==> src/rtl/udp_ip_packer.sv <==
// Prepends a 20-byte IPv4 header and an 8-byte UDP header to a payload byte stream (8-bit AXI-Stream).
// Optional: define UDP_IP_ID_INC_EN to make the IPv4 identification field count packets instead of staying 0.
module udp_ip_packer #(
  parameter logic [7:0] TTL    = 8'd64,
  parameter logic       DF_BIT = 1'b1
) (
  input  logic        s_axis_aclk,
  input  logic        s_axis_areset,
  input  logic [31:0] src_ip,
  input  logic [31:0] dst_ip,
  input  logic [15:0] src_port,
  input  logic [15:0] dst_port,
  input  logic [15:0] payload_len,
  input  logic [7:0]  s_axis_tdata,
  input  logic        s_axis_tvalid,
  output logic        s_axis_tready,
  input  logic        s_axis_tlast,
  input  logic        s_axis_tuser,
  output logic [7:0]  m_axis_tdata,
  output logic        m_axis_tvalid,
  input  logic        m_axis_tready,
  output logic        m_axis_tlast,
  output logic        m_axis_tuser,
  output logic        len_err
);

  typedef enum logic [2:0] {ST_IDLE, ST_CSUM1, ST_CSUM2, ST_HDR, ST_DATA} state_t;

  state_t      state_q, state_d;
  logic [4:0]  idx_q, idx_d;
  logic [31:0] src_ip_q, dst_ip_q;
  logic [15:0] src_port_q, dst_port_q, plen_q, total_len_q, udp_len_q;
  logic [31:0] sum_q, sum_d;
  logic [16:0] fold1;
  logic [15:0] fold2, csum_q, cnt_q, ip_id;
  logic        len_err_q;
  logic [7:0]  hdr_byte;
  logic        s_acc;

  assign s_acc = s_axis_tvalid & s_axis_tready;

`ifdef UDP_IP_ID_INC_EN
  logic [15:0] ip_id_q;
  always_ff @(posedge s_axis_aclk) begin
    if (s_axis_areset) begin
      ip_id_q <= 16'h0000;
    end else if (state_q == ST_HDR && idx_q == 5'd27 && m_axis_tready) begin
      ip_id_q <= ip_id_q + 16'd1;
    end
  end
  assign ip_id = ip_id_q;
`else
  assign ip_id = 16'h0000;
`endif

  // Flags/offset word carries DF in bit 14; fragment offset is always zero.
  assign sum_d = 32'h0000_4500 + 32'(total_len_q) + 32'(ip_id)
               + 32'({1'b0, DF_BIT, 14'h0000}) + 32'({TTL, 8'h11})
               + 32'(src_ip_q[31:16]) + 32'(src_ip_q[15:0])
               + 32'(dst_ip_q[31:16]) + 32'(dst_ip_q[15:0]);
  assign fold1 = {1'b0, sum_q[15:0]} + {1'b0, sum_q[31:16]};
  assign fold2 = fold1[15:0] + {15'h0000, fold1[16]};

  always_comb begin
    case (idx_q)
      5'd0:    hdr_byte = 8'h45;
      5'd2:    hdr_byte = total_len_q[15:8];
      5'd3:    hdr_byte = total_len_q[7:0];
      5'd4:    hdr_byte = ip_id[15:8];
      5'd5:    hdr_byte = ip_id[7:0];
      5'd6:    hdr_byte = {1'b0, DF_BIT, 6'h00};
      5'd8:    hdr_byte = TTL;
      5'd9:    hdr_byte = 8'h11;
      5'd10:   hdr_byte = csum_q[15:8];
      5'd11:   hdr_byte = csum_q[7:0];
      5'd12:   hdr_byte = src_ip_q[31:24];
      5'd13:   hdr_byte = src_ip_q[23:16];
      5'd14:   hdr_byte = src_ip_q[15:8];
      5'd15:   hdr_byte = src_ip_q[7:0];
      5'd16:   hdr_byte = dst_ip_q[31:24];
      5'd17:   hdr_byte = dst_ip_q[23:16];
      5'd18:   hdr_byte = dst_ip_q[15:8];
      5'd19:   hdr_byte = dst_ip_q[7:0];
      5'd20:   hdr_byte = src_port_q[15:8];
      5'd21:   hdr_byte = src_port_q[7:0];
      5'd22:   hdr_byte = dst_port_q[15:8];
      5'd23:   hdr_byte = dst_port_q[7:0];
      5'd24:   hdr_byte = udp_len_q[15:8];
      5'd25:   hdr_byte = udp_len_q[7:0];
      default: hdr_byte = 8'h00;
    endcase
  end

  always_comb begin
    state_d       = state_q;
    idx_d         = idx_q;
    s_axis_tready = 1'b0;
    m_axis_tvalid = 1'b0;
    m_axis_tdata  = 8'h00;
    m_axis_tlast  = 1'b0;
    m_axis_tuser  = 1'b0;
    case (state_q)
      ST_IDLE: begin
        idx_d = 5'd0;
        if (s_axis_tvalid && s_axis_tuser) state_d = ST_CSUM1;
      end
      ST_CSUM1: state_d = ST_CSUM2;
      ST_CSUM2: state_d = ST_HDR;
      ST_HDR: begin
        m_axis_tvalid = 1'b1;
        m_axis_tdata  = hdr_byte;
        m_axis_tuser  = (idx_q == 5'd0);
        if (m_axis_tready) begin
          if (idx_q == 5'd27) begin
            idx_d   = 5'd0;
            state_d = ST_DATA;
          end else begin
            idx_d = idx_q + 5'd1;
          end
        end
      end
      ST_DATA: begin
        m_axis_tvalid = s_axis_tvalid;
        m_axis_tdata  = s_axis_tdata;
        m_axis_tlast  = s_axis_tlast;
        s_axis_tready = m_axis_tready;
        if (s_acc && s_axis_tlast) state_d = ST_IDLE;
      end
      default: state_d = ST_IDLE;
    endcase
  end

  always_ff @(posedge s_axis_aclk) begin
    if (s_axis_areset) begin
      state_q     <= ST_IDLE;
      idx_q       <= 5'd0;
      src_ip_q    <= 32'h0;
      dst_ip_q    <= 32'h0;
      src_port_q  <= 16'h0;
      dst_port_q  <= 16'h0;
      plen_q      <= 16'h0;
      total_len_q <= 16'h0;
      udp_len_q   <= 16'h0;
      sum_q       <= 32'h0;
      csum_q      <= 16'h0;
      cnt_q       <= 16'h0;
      len_err_q   <= 1'b0;
    end else begin
      state_q   <= state_d;
      idx_q     <= idx_d;
      len_err_q <= 1'b0;
      if (state_q == ST_IDLE && s_axis_tvalid && s_axis_tuser) begin
        src_ip_q    <= src_ip;
        dst_ip_q    <= dst_ip;
        src_port_q  <= src_port;
        dst_port_q  <= dst_port;
        plen_q      <= payload_len;
        total_len_q <= payload_len + 16'd28;
        udp_len_q   <= payload_len + 16'd8;
      end
      if (state_q == ST_CSUM1) sum_q <= sum_d;
      if (state_q == ST_CSUM2) csum_q <= ~fold2;
      // The mismatch test includes the tlast beat itself in the count.
      if (state_q == ST_DATA) begin
        if (s_acc) begin
          cnt_q <= cnt_q + 16'd1;
          if (s_axis_tlast) begin
            cnt_q     <= 16'h0;
            len_err_q <= (cnt_q + 16'd1 != plen_q);
          end
        end
      end else begin
        cnt_q <= 16'h0;
      end
    end
  end

  assign len_err = len_err_q;

endmodule

==> config.mk <==
export PLATFORM = sky130hd
export DESIGN_NAME = udp_ip_packer
export DESIGN_NICKNAME = d
export VERILOG_FILES = /design/src/rtl/udp_ip_packer.sv
export SDC_FILE = /design/constraint.sdc
export NUM_CORES = 1
export LEC_CHECK = 0
export BUFFER_PORTS_ARGS = -buffer_cell sky130_fd_sc_hd__buf_2
export CAP_MARGIN = 25
export CORE_MARGIN = 1.5
export CORE_UTILIZATION = 25
export CTS_BUF_LIST = sky130_fd_sc_hd__clkbuf_4
export CTS_CLUSTER_SIZE = 24
export DETAILED_ROUTE_END_ITERATION = 10
export SYNTH_ARGS = -nofsm -noshare
export SYNTH_HDL_FRONTEND = slang
export SYNTH_SLANG_ARGS = --single-unit
==> constraint.sdc <==
create_clock -name s_axis_aclk -period 5.1 [get_ports s_axis_aclk]
set_input_delay 0.255 -clock s_axis_aclk [delete_from_list [all_inputs] [get_ports s_axis_aclk]]
set_output_delay 0.255 -clock s_axis_aclk [all_outputs]
set_load 0.005 [all_outputs]
# After elaboration in Yosys (flattened, before gate mapping)

Index checks and enable logic that the tools add are counted.

Output and inout port bits: 13
Bits in writable memories: 0
Flip-flop bits (word level): 217
Bits in read-only memories: 0
Memories: 0
Latch bits: 0

Order comparisons: 0
Bitwise gates (word level): 5
Eq/ne operators: 31
Shift-type cells: 0
Add/subtract/negate cells: 13
Mux-type cells: 15
Div/mod/pow operators: 0
Multipliers: 0
Reduce and logical (&&, ||, !) cells: 12

Operators with widths:

| kind                                            | number |
|---|---|
| case mux 8 bit (21 select lines)                | 1 |
| == test 5 bit (second input constant)           | 11 |
| == test 5 x 4 -> 1 bit (second input constant)  | 8 |
| adder 22 x 16 -> 23 bit                         | 1 |
| adder 21 x 16 -> 22 bit                         | 1 |
| adder 20 x 16 -> 21 bit                         | 1 |
| adder 19 x 16 -> 20 bit                         | 1 |
| adder 18 x 15 -> 19 bit (second input constant) | 1 |
| adder 17 x 15 -> 18 bit (second input constant) | 1 |
| adder 15 x 16 -> 17 bit (first input constant)  | 1 |
| adder 16 x 16 -> 17 bit                         | 1 |
| adder 16 x 1 -> 16 bit                          | 1 |
| adder 16 x 1 -> 16 bit (second input constant)  | 1 |
| adder 16 x 4 -> 16 bit (second input constant)  | 1 |
| adder 16 x 5 -> 16 bit (second input constant)  | 1 |
| two-way mux 16 bit                              | 1 |
| inequality test 16 bit                          | 1 |
| inverter 16 bit                                 | 1 |
| case mux 8 bit (2 select lines)                 | 1 |
| case mux 3 bit (5 select lines)                 | 1 |
| two-way mux 3 bit                               | 4 |
| == test 5 x 2 -> 1 bit (second input constant)  | 2 |
| two-way mux 5 bit                               | 2 |
| case mux 5 bit (2 select lines)                 | 1 |
| other kinds (18)                                | 30 |

# Longest topological paths before layout

Word-level depth: 7
Mapped depth: 15
Gate-level depth less buffers: 15

# Worst setup path after synthesis

OpenSTA, ideal clock, no wires.

Path type: register to register
From: register src_ip_q[2]
To: register sum_q[14]
Arrival: 3.901 ns
Setup time: 0.062 ns
Period minus slack after synthesis: 3.963 ns
Stages on the path, launching flop included: 16
Required time: 5.038 ns
Path buffers: 0
Path slack: 1.137 ns
Path through: dfxtp_1 > inv_1 > fa_1 > inv_1 > fa_1 > inv_1 > fa_1 > inv_1 > ha_1 > fa_1 > a21o_1 > a21oi_1 > o21ai_0 > a31o_2 > a2111o_1 > nand3_1

Word-level cells in the longest chain between the ends: 3

RTL lines:

| element                  | line | text |
|---|---|---|
| start: declaration       | 31   | `logic [31:0] src_ip_q, dst_ip_q;` |
| start signal: assignment | 153  | `src_ip_q <= src_ip;` |
| adder 20 x 16 -> 21 bit  | 59   | `+ 32'(src_ip_q[31:16]) + 32'(src_ip_q[15:0])` |
| adder 21 x 16 -> 22 bit  | 60   | `+ 32'(dst_ip_q[31:16]) + 32'(dst_ip_q[15:0]);` |
| adder 22 x 16 -> 23 bit  | 60   |  |
| end signal: assignment   | 161  | `if (state_q == ST_CSUM1) sum_q <= sum_d;` |
| end: declaration         | 33   | `logic [31:0] sum_q, sum_d;` |

No other way between the ends.
A chain may end at the register's enable or synchronous reset.

# Worst setup path after layout

From: register src_ip_q[3]
To: register sum_q[17]

Same word-level chain as after synthesis.

==> metrics.yaml <==
outcome:
  status: "complete, no violations"
logic_synthesis:
  synth.top_cells.by_count: "nand2_1, dfxtp_1, a21oi_1, inv_1"
  synth-seq-cells: 199
  synth-simple-area-share_pct: 21.87
  synth_top_area_share_pct: 31.07
  ys.flop_type: "dfxtp_1"
  syn_area_per_cell_um2: 7.762
  ys_top_cells_by_area: "dfxtp_1, nand2_1, fa_1, a21oi_1, ha_1"
  synth_top_family_by_area: "simple AND/OR/NAND/NOR gates"
  syn-num-nets: 1874
  yosys_warnings: 0
  postSynth.asyncResetShare_pct: 0
  ys_seq_area_share_pct: 31.07
  yosys.area.top_type: "dfxtp_1"
  synth_fa_ha_area_share_pct: 12.31
  synthCells: 1652
  syn-cell-area_um2: 12820
  synthMuxAreaShare_pct: 1.171
  yosys.area_share.xor_xnor_pct: 4.918
  synth-edff-count: 0
  synth_most_common_cell: "nand2_1"
  synth_cell_types: 81
  synth-compound-area-share_pct: 20.60
global_route:
  antenna_found_initial: 2
  grt_usage_pct: 17.23
  grt_start_max_net_pins: 119
  first_global_vias: 12067
  grt_pass1_wl_mm: 70.48
  grt-ovfl-total: 0
clocking:
  cts_hold_buf: 112
  clk_latency_ns: 0.69
  clkTransAtPathRegs_ns: 0.20
  cts-root-buf: "clkbuf_4"
  post_cts_buffers: 0
  cts_buffers: 17
  htree_num_levels: 4
  tritoncts: "done"
  cts-resized-gates: 0
  clockBufferDepth: 2
  clock-sinks: 199
floorplanning:
  core_area_um2: 50380
  dieArea_um2: 52660
  die_h_um: 229.5
  ioPinCount: 139
  rows: 82
  start_util_pct: 25.45
  die_x_um: 229.5
placement:
  dp_slack_ns: 0.8058
  dp_hpwl_mm: 34.47
  gp_congestion: 0.9430
  place_area_um2: 14070
  numPortBuffers: 138
route:
  drt-total-wl_mm: 45.85
  drc_errors: 0
  vias: 12558
  ant_nets: 0
  drt_iter0_markers: 918
  routed_via_density: 4.997
  first_pass_iters: 5
  post_drt_wl_per_cell_um: 18.25
worst_setup_path:
  crit_path_frequent_cell: "inv_1"
  critPathMaxFanout: 5
  r2r-end: "sum_q[17]$_SDFFE_PP0P_"
  cp_slowest_cell: "a2111oi_0"
  cp.arrival_ns: 4.97
  path_delay_family: "adder cells"
  crit_required_ns: 5.67
  path_buf_inv: 4
  crit_start: "src_ip_q[3]$_SDFFE_PP0P_"
  cp_cell_sequence: "inv_1 > fa_1 > inv_1 > fa_1 > inv_1 > fa_1 > inv_1 > ha_1 > a21o_1 > a21oi_1 > o21ai_1 > a2111oi_0 > nor3_1 > a311o_1"
  worstSetupStartpointType: "flop"
  cp_slowest_stage_delay_ns: 0.58
  r2r_cells: 14
  rr_startpoint: "src_ip_q[3]$_SDFFE_PP0P_"
  endpoint_kind: "flop"
  ff2ff_setup_slack_ns: 0.70
  critPathKind: "reg -> reg"
hold_path:
  min_from: "s_axis_areset"
  hold_end: "src_ip_q[0]$_SDFFE_PP0P_"
  hp-class: "in -> reg"
  hold_depth: 2
power:
  pwr-share-seq_pct: 41.5
  p_sw_share_pct: 43.70
  p_leak_uw: 0.006039
  intPower_uw: 2832
  ir_worst_vdd_uv: 146.7
  comb_power_share_pct: 40.4
  power-per-cell-area_nw_per_um2: 324.8
  pwr-share-clk_pct: 18.1
  power_uw: 5030
  power_switching_uw: 2198
timing:
  fmaxAchievable_mhz: 227.3
  slew_viol_final: 0
  fin_tns_setup_ns: 0
  setup_slack_ns: 0.7000
  max_slew_margin_pct: 28.86
  finalClockSkew_ns: 0.03278
  final-setup-viol-count: 0
  hold_violations: 0
  min_period_over_period_pct: 86.28
  rsz0062_at_grt: "false"
  tightest_slew_ns: 1.058
  layout_min_cycle_time_ns: 4.400
job:
  maxCapViolations: 0
finish:
  utilization_pct: 30.75
  fin_area_um2: 15490
  drive_above_1_share_pct: 11.90
  layout.nets: 2049
  n_fill_cell: 5326
  syn_to_final_growth_pct: 20.79
layer usage:
layer | track usage (%) | part of all wire, % | up-vias
met1 | 22.51 | 44 | 6002
li1 | - | - | 6011
met2 | 27.62 | 46 | 464
met3 | 2.440 | 5.7 | 81
met4 | 8.697 | 4.4 | 0
met5 | 0 | 0 | -
per-stage QoR:
stage | instances | hold slack (ns)
2_1_floorplan | 1652 | 0.3910
3_3_place_gp | 2367 | 0.4485
3_5_place_dp | 2367 | 0.4500
4_1_cts | 2511 | 0.01040
5_1_grt | 2513 | 0.05787
6_report | 2513 | 0.05162
state kept, by name (all words and copies together), names as in the netlist:
register,cells
udp_len_q,13
dst_ip_q,32
csum_q,16
dst_port_q,16
cnt_q,16
src_ip_q,32
len_err,1
sum_q,19
total_len_q,14
state_q,3
idx_q,5
src_port_q,16
plen_q,16
cell type report:
type                       count  area (um^2)  area share, %
multi-input combinational   1185         7820          50.49
sequential                   199         3984          25.72
timing repair buffer         269         1971          12.72
tap                          672        840.8          5.429
inverter                     155        581.8          3.756
clock inverter                15        161.4          1.042
clock buffer                  17        127.6         0.8240
antenna                        1        2.502        0.01616
cell families after synthesis:
family,after synthesis
AO/OA/AOI/OAI,406
XOR/XNOR,72
adder cells (fa/ha/maj),97
buffers and inverters,268
flip-flops,199
multiplexers,14
AND/OR/NAND/NOR,596
worst max-delay path by stage:
stage                                   endpoint  slack, ns  cells after the start
after floorplan           sum_q[14]$_SDFFE_PP0P_       1.14                     15
after global placement    sum_q[14]$_SDFFE_PP0P_       0.93                     15
after detailed placement  sum_q[17]$_SDFFE_PP0P_       0.81                     14
after CTS                 sum_q[17]$_SDFFE_PP0P_       0.74                     14
after global routing      sum_q[17]$_SDFFE_PP0P_       0.47                     14
final                     sum_q[17]$_SDFFE_PP0P_       0.70                     14
cell usage in the layout (no fill, tap or decap), drive strengths merged, types with 10 or more instances in the layout:
| master | n |
|---|---|
| nand2 | 317 |
| a22oi | 16 |
| nor3 | 16 |
| and4 | 10 |
| xnor2 | 42 |
| nor2b | 13 |
| a22o | 15 |
| a21oi | 167 |
| buf | 156 |
| and2 | 11 |
| dlygate4sd3 | 112 |
| nand3 | 45 |
| ha | 47 |
| dfxtp | 199 |
| nor2 | 82 |
| nand4 | 21 |
| and3 | 28 |
| a211oi | 39 |
| clkbuf | 18 |
| a32oi | 10 |
| fa | 49 |
| o21ai | 59 |
| a31oi | 13 |
| inv | 163 |
| xor2 | 30 |
| a21o | 18 |
power groups by stage:
stage,combinational (uW),sequential [uW],clock [uW]
2_1_floorplan,1500,1910,0
3_3_place_gp,1900,2110,0
3_5_place_dp,1940,2110,0
4_1_cts,2020,2080,937
5_1_grt,2280,2110,993
6_report,2030,2090,909
Power figures use the tool's default switching activity.
